==> src/rtl/multiexp_g1_input_pair_if.sv <==
// Stream bundle for the multiexp G1 input pairer: scalar and point input streams plus the
// paired output stream. The slave modport is the pairer itself; master is its environment.
interface multiexp_g1_input_pair_if #(
    parameter int unsigned SCL_BITS = 256,
    parameter int unsigned PNT_BITS = 512
);
    logic                         s_scl_tvalid;
    logic                         s_scl_tready;
    logic [SCL_BITS-1:0]          s_scl_tdata;
    logic                         s_pnt_tvalid;
    logic                         s_pnt_tready;
    logic [PNT_BITS-1:0]          s_pnt_tdata;
    logic                         m_tvalid;
    logic                         m_tready;
    logic [SCL_BITS+PNT_BITS-1:0] m_tdata;
    logic                         m_tsop;
    logic                         m_teop;

    modport slave (
        input  s_scl_tvalid, s_scl_tdata, s_pnt_tvalid, s_pnt_tdata, m_tready,
        output s_scl_tready, s_pnt_tready, m_tvalid, m_tdata, m_tsop, m_teop
    );

    modport master (
        output s_scl_tvalid, s_scl_tdata, s_pnt_tvalid, s_pnt_tdata, m_tready,
        input  s_scl_tready, s_pnt_tready, m_tvalid, m_tdata, m_tsop, m_teop
    );
endinterface

==> src/rtl/multiexp_g1_input_pair.sv <==
// Joins scalar and point streams into {point, scalar} beats for the multiexp core.
// Optional MULTIEXP_PAIR_ZERO_SKIP_EN drops zero-scalar pairs except the final one.
module multiexp_g1_input_pair #(
    parameter int unsigned SCL_BITS = 256,
    parameter int unsigned PNT_BITS = 512,
    parameter int unsigned CNT_BITS = 64
) (
    input  logic                  ap_clk,
    input  logic                  ap_rst_n,
    input  logic                  i_start,
    input  logic [CNT_BITS-1:0]   i_num_in,
    multiexp_g1_input_pair_if.slave bus,
    output logic                  o_busy,
    output logic                  o_done,
    output logic [CNT_BITS-1:0]   o_cnt
);
    typedef enum logic [1:0] {StIdle, StRun, StDrain} state_e;

    state_e                       state_q, state_d;
    logic [CNT_BITS-1:0]          num_q, num_d;
    logic [CNT_BITS-1:0]          idx_q, idx_d;
    logic [CNT_BITS-1:0]          cnt_q, cnt_d;
    logic                         sop_pend_q, sop_pend_d;
    logic                         m_valid_q, m_valid_d;
    logic                         m_sop_q, m_sop_d;
    logic                         m_eop_q, m_eop_d;
    logic [SCL_BITS+PNT_BITS-1:0] m_data_q, m_data_d;
    logic                         busy_q, busy_d;
    logic                         done_q, done_d;
    logic                         m_hs, accept, last, emit;

    always_comb begin
        state_d    = state_q;
        num_d      = num_q;
        idx_d      = idx_q;
        cnt_d      = cnt_q;
        sop_pend_d = sop_pend_q;
        m_valid_d  = m_valid_q;
        m_sop_d    = m_sop_q;
        m_eop_d    = m_eop_q;
        m_data_d   = m_data_q;
        busy_d     = busy_q;
        done_d     = 1'b0;

        m_hs   = m_valid_q & bus.m_tready;
        // A pair may enter the slot when it is empty or being drained this cycle.
        accept = (state_q == StRun) & bus.s_scl_tvalid & bus.s_pnt_tvalid
                 & (~m_valid_q | bus.m_tready);
        last   = (idx_q == num_q - CNT_BITS'(1));
`ifdef MULTIEXP_PAIR_ZERO_SKIP_EN
        emit   = (bus.s_scl_tdata != '0) | last;
`else
        emit   = 1'b1;
`endif

        if (m_hs) begin
            m_valid_d = 1'b0;
            cnt_d     = cnt_q + CNT_BITS'(1);
        end

        unique case (state_q)
            StIdle: begin
                if (i_start) begin
                    cnt_d = '0;
                    if (i_num_in != '0) begin
                        num_d      = i_num_in;
                        idx_d      = '0;
                        sop_pend_d = 1'b1;
                        busy_d     = 1'b1;
                        state_d    = StRun;
                    end else begin
                        done_d = 1'b1;
                    end
                end
            end
            StRun: begin
                if (accept) begin
                    idx_d = idx_q + CNT_BITS'(1);
                    if (emit) begin
                        m_valid_d  = 1'b1;
                        m_data_d   = {bus.s_pnt_tdata, bus.s_scl_tdata};
                        m_sop_d    = sop_pend_q;
                        m_eop_d    = last;
                        sop_pend_d = 1'b0;
                    end
                    if (last) begin
                        state_d = StDrain;
                    end
                end
            end
            StDrain: begin
                if (m_hs && m_eop_q) begin
                    done_d  = 1'b1;
                    busy_d  = 1'b0;
                    state_d = StIdle;
                end
            end
            default: state_d = StIdle;
        endcase
    end

    always_ff @(posedge ap_clk) begin
        if (!ap_rst_n) begin
            state_q    <= StIdle;
            num_q      <= '0;
            idx_q      <= '0;
            cnt_q      <= '0;
            sop_pend_q <= 1'b0;
            m_valid_q  <= 1'b0;
            m_sop_q    <= 1'b0;
            m_eop_q    <= 1'b0;
            busy_q     <= 1'b0;
            done_q     <= 1'b0;
        end else begin
            state_q    <= state_d;
            num_q      <= num_d;
            idx_q      <= idx_d;
            cnt_q      <= cnt_d;
            sop_pend_q <= sop_pend_d;
            m_valid_q  <= m_valid_d;
            m_sop_q    <= m_sop_d;
            m_eop_q    <= m_eop_d;
            busy_q     <= busy_d;
            done_q     <= done_d;
        end
    end

    // Payload needs no reset; it is only meaningful while m_tvalid is high.
    always_ff @(posedge ap_clk) begin
        m_data_q <= m_data_d;
    end

    assign bus.s_scl_tready = accept;
    assign bus.s_pnt_tready = accept;
    assign bus.m_tvalid     = m_valid_q;
    assign bus.m_tdata      = m_data_q;
    assign bus.m_tsop       = m_sop_q;
    assign bus.m_teop       = m_eop_q;
    assign o_busy           = busy_q;
    assign o_done           = done_q;
    assign o_cnt            = cnt_q;
endmodule

==> src/flat_wrapper.sv <==
// flat-port wrapper written by rule: the top's interface ports become plain ports
module multiexp_g1_input_pair_flat 
#(
    parameter int unsigned SCL_BITS = 256,
    parameter int unsigned PNT_BITS = 512,
    parameter int unsigned CNT_BITS = 64
)
  (ap_clk, ap_rst_n, i_start, i_num_in, o_busy, o_done, o_cnt, bus_s_scl_tvalid, bus_s_scl_tdata, bus_s_pnt_tvalid, bus_s_pnt_tdata, bus_m_tready, bus_s_scl_tready, bus_s_pnt_tready, bus_m_tvalid, bus_m_tdata, bus_m_tsop, bus_m_teop);
  multiexp_g1_input_pair_if #(.SCL_BITS(SCL_BITS), .PNT_BITS(PNT_BITS)) bus_i ();
  input  logic ap_clk;
  input  logic ap_rst_n;
  input  logic i_start;
  input  logic [CNT_BITS-1:0] i_num_in;
  output logic o_busy;
  output logic o_done;
  output logic [CNT_BITS-1:0] o_cnt;
  input wire logic [$bits(bus_i.s_scl_tvalid)-1:0] bus_s_scl_tvalid;
  input wire logic [$bits(bus_i.s_scl_tdata)-1:0] bus_s_scl_tdata;
  input wire logic [$bits(bus_i.s_pnt_tvalid)-1:0] bus_s_pnt_tvalid;
  input wire logic [$bits(bus_i.s_pnt_tdata)-1:0] bus_s_pnt_tdata;
  input wire logic [$bits(bus_i.m_tready)-1:0] bus_m_tready;
  output wire logic [$bits(bus_i.s_scl_tready)-1:0] bus_s_scl_tready;
  output wire logic [$bits(bus_i.s_pnt_tready)-1:0] bus_s_pnt_tready;
  output wire logic [$bits(bus_i.m_tvalid)-1:0] bus_m_tvalid;
  output wire logic [$bits(bus_i.m_tdata)-1:0] bus_m_tdata;
  output wire logic [$bits(bus_i.m_tsop)-1:0] bus_m_tsop;
  output wire logic [$bits(bus_i.m_teop)-1:0] bus_m_teop;
  assign bus_i.s_scl_tvalid = bus_s_scl_tvalid;
  assign bus_i.s_scl_tdata = bus_s_scl_tdata;
  assign bus_i.s_pnt_tvalid = bus_s_pnt_tvalid;
  assign bus_i.s_pnt_tdata = bus_s_pnt_tdata;
  assign bus_i.m_tready = bus_m_tready;
  assign bus_s_scl_tready = bus_i.s_scl_tready;
  assign bus_s_pnt_tready = bus_i.s_pnt_tready;
  assign bus_m_tvalid = bus_i.m_tvalid;
  assign bus_m_tdata = bus_i.m_tdata;
  assign bus_m_tsop = bus_i.m_tsop;
  assign bus_m_teop = bus_i.m_teop;
  multiexp_g1_input_pair #(.SCL_BITS(SCL_BITS), .PNT_BITS(PNT_BITS), .CNT_BITS(CNT_BITS)) u_core (.ap_clk(ap_clk), .ap_rst_n(ap_rst_n), .i_start(i_start), .i_num_in(i_num_in), .bus(bus_i), .o_busy(o_busy), .o_done(o_done), .o_cnt(o_cnt));
endmodule
==> config.mk <==
export PLATFORM = sky130hd
export DESIGN_NAME = multiexp_g1_input_pair_flat
export DESIGN_NICKNAME = d
export VERILOG_FILES = /design/src/rtl/multiexp_g1_input_pair_if.sv /design/src/rtl/multiexp_g1_input_pair.sv /design/src/flat_wrapper.sv
export SDC_FILE = /design/constraint.sdc
export NUM_CORES = 1
export LEC_CHECK = 0
export ABC_CLOCK_PERIOD_IN_PS = 60400
export BUFFER_PORTS_ARGS = -buffer_cell sky130_fd_sc_hd__buf_2
export CAP_MARGIN = 20
export CORE_AREA = 5 5 649 651
export DETAILED_ROUTE_END_ITERATION = 8
export DIE_AREA = 0 0 654 656
export PLACE_DENSITY_LB_ADDON = 0.08
export SLEW_MARGIN = 40
export SYNTH_ARGS = -nofsm -noshare
export SYNTH_HDL_FRONTEND = slang
export SYNTH_SLANG_ARGS = --single-unit
==> constraint.sdc <==
create_clock -name ap_clk -period 60.4 [get_ports ap_clk]
set_input_delay 12.08 -clock ap_clk [delete_from_list [all_inputs] [get_ports ap_clk]]
set_output_delay 12.08 -clock ap_clk [all_outputs]
set_load 0.02 [all_outputs]
# After elaboration in Yosys (flattened, before gate mapping)

Cells that the tools add are included.

Bits in writable memories: 0
Bits of input ports: 838
Register bits: 968
Memory bits (read-only): 0
Memories: 0
Output and inout bits: 839
Latch bits: 0

Multiply operators: 0
Reduce and logical (&&, ||, !) cells: 10
Shift-type cells: 0
Equality and inequality tests: 8
Mux-type cells: 26
Bitwise operators: 6
Magnitude comparators: 0
Add/subtract/negate cells: 3
Divide/modulo/power cells: 0

Operators with widths:

| kind                                                | number |
|---|---|
| two-way mux 64 bit                                  | 6 |
| adder 64 x 1 -> 64 bit (second input constant)      | 2 |
| case mux 64 bit (2 select lines)                    | 1 |
| == test 64 bit                                      | 1 |
| nonzero test 64 bit                                 | 1 |
| subtractor 64 x 1 -> 64 bit (second input constant) | 1 |
| two-way mux 1 bit                                   | 10 |
| two-way mux 2 bit                                   | 5 |
| AND reduction 4 bit                                 | 2 |
| != test 2 x 1 -> 1 bit (second input constant)      | 3 |
| case mux 1 bit (2 select lines)                     | 3 |
| case mux 2 bit (3 select lines)                     | 1 |
| AND reduction 5 bit                                 | 1 |
| AND 1 bit                                           | 4 |
| != test 2 bit (second input constant)               | 2 |
| nonzero test 2 bit                                  | 2 |
| AND reduction 3 bit                                 | 1 |
| == test 2 x 1 -> 1 bit (second input constant)      | 1 |
| == test 2 bit (second input constant)               | 1 |
| zero test 2 bit                                     | 1 |
| AND reduction 2 bit                                 | 1 |
| logical AND 1 bit                                   | 1 |
| NOT 1 bit                                           | 1 |
| bitwise OR 1 bit                                    | 1 |

# Depth between registers and ports, before layout

Depth after elaboration: 6
Depth in mapped cells: 12

# Least setup slack after synthesis

No wires, ideal clock.

Path kind: input to register
From: in bus_m_tready
To: reg u_core.m_data_q[0] (netlist: u_core.bus.m_tdata[0]) (enable)
Required time: 59.289 ns
Path buffers: 0
Cell stages on the path: 3
Data arrival time: 27.191 ns
Library setup time: 1.111 ns
Path slack: 32.099 ns
Cells stage by stage: nand2b_1 -> nand4_1 -> inv_1

Cells in the longest elaborated chain, start to end: 3

Ends and longest elaborated chain:

| item                          | RTL line                      | source |
|---|---|---|
| from (decl)                   | flat_wrapper.sv:21            | `input wire logic [$bits(bus_i.m_tready)-1:0] bus_m_tready;` |
| bitwise OR 1 bit              | multiexp_g1_input_pair.sv:48  | `& (~m_valid_q \| bus.m_tready);` |
| AND 1 bit                     | multiexp_g1_input_pair.sv:48  |  |
| AND reduction 2 bit (no line) | -                             |  |
| to (signal assigned)          | multiexp_g1_input_pair.sv:130 | `m_data_q <= m_data_d;` |
| to (decl)                     | multiexp_g1_input_pair.sv:27  | `logic [SCL_BITS+PNT_BITS-1:0] m_data_q, m_data_d;` |

Every way passes these cells.
A chain may end at the register's enable or synchronous reset.

# Worst setup path in the final report

From: in bus_m_tready
To: out bus_s_scl_tready

Cells in the longest elaborated chain, start to end: 2

Ends and longest elaborated chain:

| item             | RTL line                     | source |
|---|---|---|
| bitwise OR 1 bit | multiexp_g1_input_pair.sv:48 |  |
| AND 1 bit        | multiexp_g1_input_pair.sv:48 |  |
| to (decl)        | flat_wrapper.sv:22           | `output wire logic [$bits(bus_i.s_scl_tready)-1:0] bus_s_scl_tready;` |

Every way passes these cells.

==> run_results.csv <==
group,metric,value,unit
finish,fin_nets,4729,
logic_synthesis,synth-warning-count,0,
clock_tree,worstSkewPairLatency,0.86,ns
worst_setup_path,cp_data_required_time,48.32,ns
clock_tree,holdBufCountCts,0,
logic_synthesis,syn_nets,2941,
routing,firstDrtPassIters,5,
placement,port_buffers,1676,
logic_synthesis,synth_common_cells,"edfxtp_1 (768), dfxtp_1 (200), nor2_1 (150)",
die,initial_core_util,8.14,%
logic_synthesis,yosysTopAreaCell,"edfxtp_1",
worst_setup_path,worstPathArrival,13.36,ns
finish,num-fill-cells,47000,
timing,post-route-period-util,42.1,%
clock_tree,cts-root-buf,"clkbuf_16",
timing,max_slew_margin,43.9,%
logic_synthesis,avgSynthCellArea,16.1,sq um
logic_synthesis,synth_area,0.0338,sq mm
placement,place.gp.congestion,0.837,
logic_synthesis,synthArstFlopShare,0,%
run_status,status,"finished clean",
worst_setup_path,critical_path_peak_fanout,7,
finish,area_growth,59.6,%
clock_tree,clockBufferDepth,4,
clock_tree,cts_resized,0,
logic_synthesis,yosysTopAreaCellShare,68.3,%
timing,rsz0062_at_grt,"no",
die,dieArea,0.429,sq mm
logic_synthesis,ys_seq_area_share,80.2,%
worst_setup_path,endpoint_kind,"primary output",
die,rows,237,
timing,setup_viol,0,
power_and_ir_drop,sw_frac_of_total,26.0,%
timing,skew,0.0528,ns
logic_synthesis,ys_seq_elements,968,
die,die-width,654,microns
finish,layoutNonFillerInstCount,9572,
global_routing,antenna_found_initial,322,
die,die_h,656,microns
timing,whs,0.472,ns
die,core_area,0.415,sq mm
power_and_ir_drop,powerDensity,31.7,mW/mm^2
routing,drt_iter0_markers,1710,
timing,worstMarginPinSlew,0.841,ns
flow_run,maxCapViolations,0,
routing,postRouteAntennaNets,0,
clock_tree,cts_tree,"done",
timing,hold_viol,0,
logic_synthesis,synth_edf_count,768,
logic_synthesis,synth.top_cells.by_area,"edfxtp_1 (68%), dfxtp_1 (12%), xnor2_1 (2.6%), xor2_1 (2.4%), nor2_1 (1.7%)",
timing,max_freq,39.3,MHz
timing,setup-tns-final,0,ns
routing,drcViolationCount,0,
routing,avgViaCountPerCell,2.82,
power_and_ir_drop,p_sw,0.446,mW
hold_path,holdCritPathClass,"reg -> reg",
global_routing,grt_max_degree,89,
clock_tree,cts_max_level,4,
power_and_ir_drop,seqPwrFrac,43.8,%
logic_synthesis,yosysMostFrequentCell,"edfxtp_1",
die,ios,1677,
global_routing,track_usage,12.3,%
global_routing,grt_pass1_wl,337,mm
clock_tree,clock-sinks,968,
placement,place_inst,9234,
finish,drive_gt1_share,48.5,%
global_routing,grt_pass1_vias,26700,
routing,routedWlPerCell,29.0,microns
worst_setup_path,crit_path_start_kind,"primary input",
placement,dp.final_hpwl,238,mm
power_and_ir_drop,comb_power_share,6.7,%
timing,fin_crit,25.44,ns
clock_tree,cts_setup_buffers,0,
global_routing,grt-ovfl-total,0,
power_and_ir_drop,clock_power_share,49.6,%
power_and_ir_drop,max-vdd-ir-drop,0.0000195,V
worst_setup_path,timing_worst_setup_path_type,"in -> out",
routing,wl,277,mm
power_and_ir_drop,p_leak,19.5,nW
clock_tree,cts_buffers,149,
routing,num_vias,27000,
logic_synthesis,yosysUniqueCellTypes,63,
timing,slew_viol_final,0,
power_and_ir_drop,internal_power,1.26,mW
logic_synthesis,ys.flop_type,"edfxtp_1",
logic_synthesis,syn_inst,2100,
clock_tree,clk_pin_slew,0.06,ns
-- cell families after synthesis --
| logic type | count (synthesis) | share of synthesized area [%] |
|---|---|---|
| AO/OA/AOI/OAI | 244 | 4.50 |
| XOR/XNOR | 194 | 5.03 |
| adder cells (fa/ha/maj) | 3 | 0.111 |
| buffers and inverters | 86 | 0.986 |
| flip-flops | 968 | 80.2 |
| multiplexers | 1 | 0.0297 |
| AND/OR/NAND/NOR | 604 | 9.16 |
-- worst max-delay path, stage by stage --
cell and delay (ns):
buf_2 0.09, nand2b_1 0.14, nand4_1 0.61, inv_1 0.24, buf_2 0.20
-- state kept, by name (all words and copies together), names as in the netlist --
| signal | count |
|---|---|
| u_core.bus.m_tsop | 1 |
| u_core.sop_pend_q | 1 |
| u_core.bus.m_teop | 1 |
| u_core.o_busy | 1 |
| u_core.num_q | 64 |
| u_core.o_done | 1 |
| u_core.bus.m_tdata | 768 |
| u_core.idx_q | 64 |
| u_core.bus.m_tvalid | 1 |
| u_core.state_q | 2 |
| u_core.o_cnt | 64 |
-- stage by stage --
step | setup slack, ns | util (%) | power [mW] | instance area, sq um
after floorplan | 32.10 | - | 0.814 | 33800
after global placement | 34.80 | 11.8 | 0.881 | 49000
after detailed placement | 34.87 | 11.8 | 0.880 | 49100
after CTS | 34.86 | 12.9 | 1.76 | 53700
after global routing | 34.77 | 13.0 | 1.79 | 53800
final | 34.96 | 13.0 | 1.71 | 53900
-- metal layers --
metal | wire [microns] | vias to the layer above | track usage [%]
met4 | 12900 | 24 | 4.14
met2 | 149000 | 1528 | 23.8
li1 | - | 11600 | -
met3 | 20100 | 740 | 3.27
met1 | 95300 | 13100 | 12.4
met5 | 176 | - | 0
-- area by class of cell --
class	count	area (sq um)	share of cell area, %
Antenna cell	82	205	0.381
Inverter	20	82.6	0.153
Clock buffer	189	3970	7.37
Clock inverter	67	576	1.07
Timing Repair Buffer	1703	8660	16.1
Sequential cell	968	27100	50.2
Multi-Input combinational cell	1046	6440	12.0
Tap cell	5497	6880	12.8
-- placed cells by master (no fill, tap or decap), types with 5 or more instances in the layout --
master,n
clkinv_2,21
buf_2,1676
clkbuf_1,34
nand3_1,61
clkinv_1,19
buf_4,18
nor3_1,30
bufinv_16,5
a21oi_1,40
or3_1,39
a21boi_0,66
nand2b_1,5
clkbuf_16,152
nand4_1,47
and4_1,10
xor2_1,93
a211oi_1,6
xnor2_1,101
and3_1,31
inv_6,5
nor4_2,13
edfxtp_1,768
inv_1,19
nor4_1,40
nor2b_1,10
nand2_1,128
diode_2,82
o21ai_0,93
clkinvlp_4,8
dfxtp_1,200
buf_6,6
or2_2,6
or4_1,9
nor2_1,149
-- worst paths after layout --
path / slack [ns] / endpoint / depth (start not counted) / from
worst max register to register: 54.01 / u_core.bus.m_tdata[276]$_DFFE_PP_ / 8 / u_core.state_q[0]$_SDFFE_PN0P_
worst min-delay path: 0.47 / u_core.bus.m_tsop$_SDFFE_PN0P_ / 2 / u_core.sop_pend_q$_SDFFE_PN0P_
worst max-delay path: 34.96 / bus_s_scl_tready / 5 / bus_m_tready
worst min register to register: 0.47 / u_core.bus.m_tsop$_SDFFE_PN0P_ / 2 / u_core.sop_pend_q$_SDFFE_PN0P_
-- power groups by stage --
stage / Sequential [mW] / Clock (mW) / Combinational [mW]
after detailed placement: 0.763 / 0 / 0.117
after CTS: 0.749 / 0.897 / 0.118
final: 0.749 / 0.848 / 0.114
after global routing: 0.750 / 0.915 / 0.123
after global placement: 0.763 / 0 / 0.118
after floorplan: 0.782 / 0 / 0.0317
(Power assumes the default switching activity.)
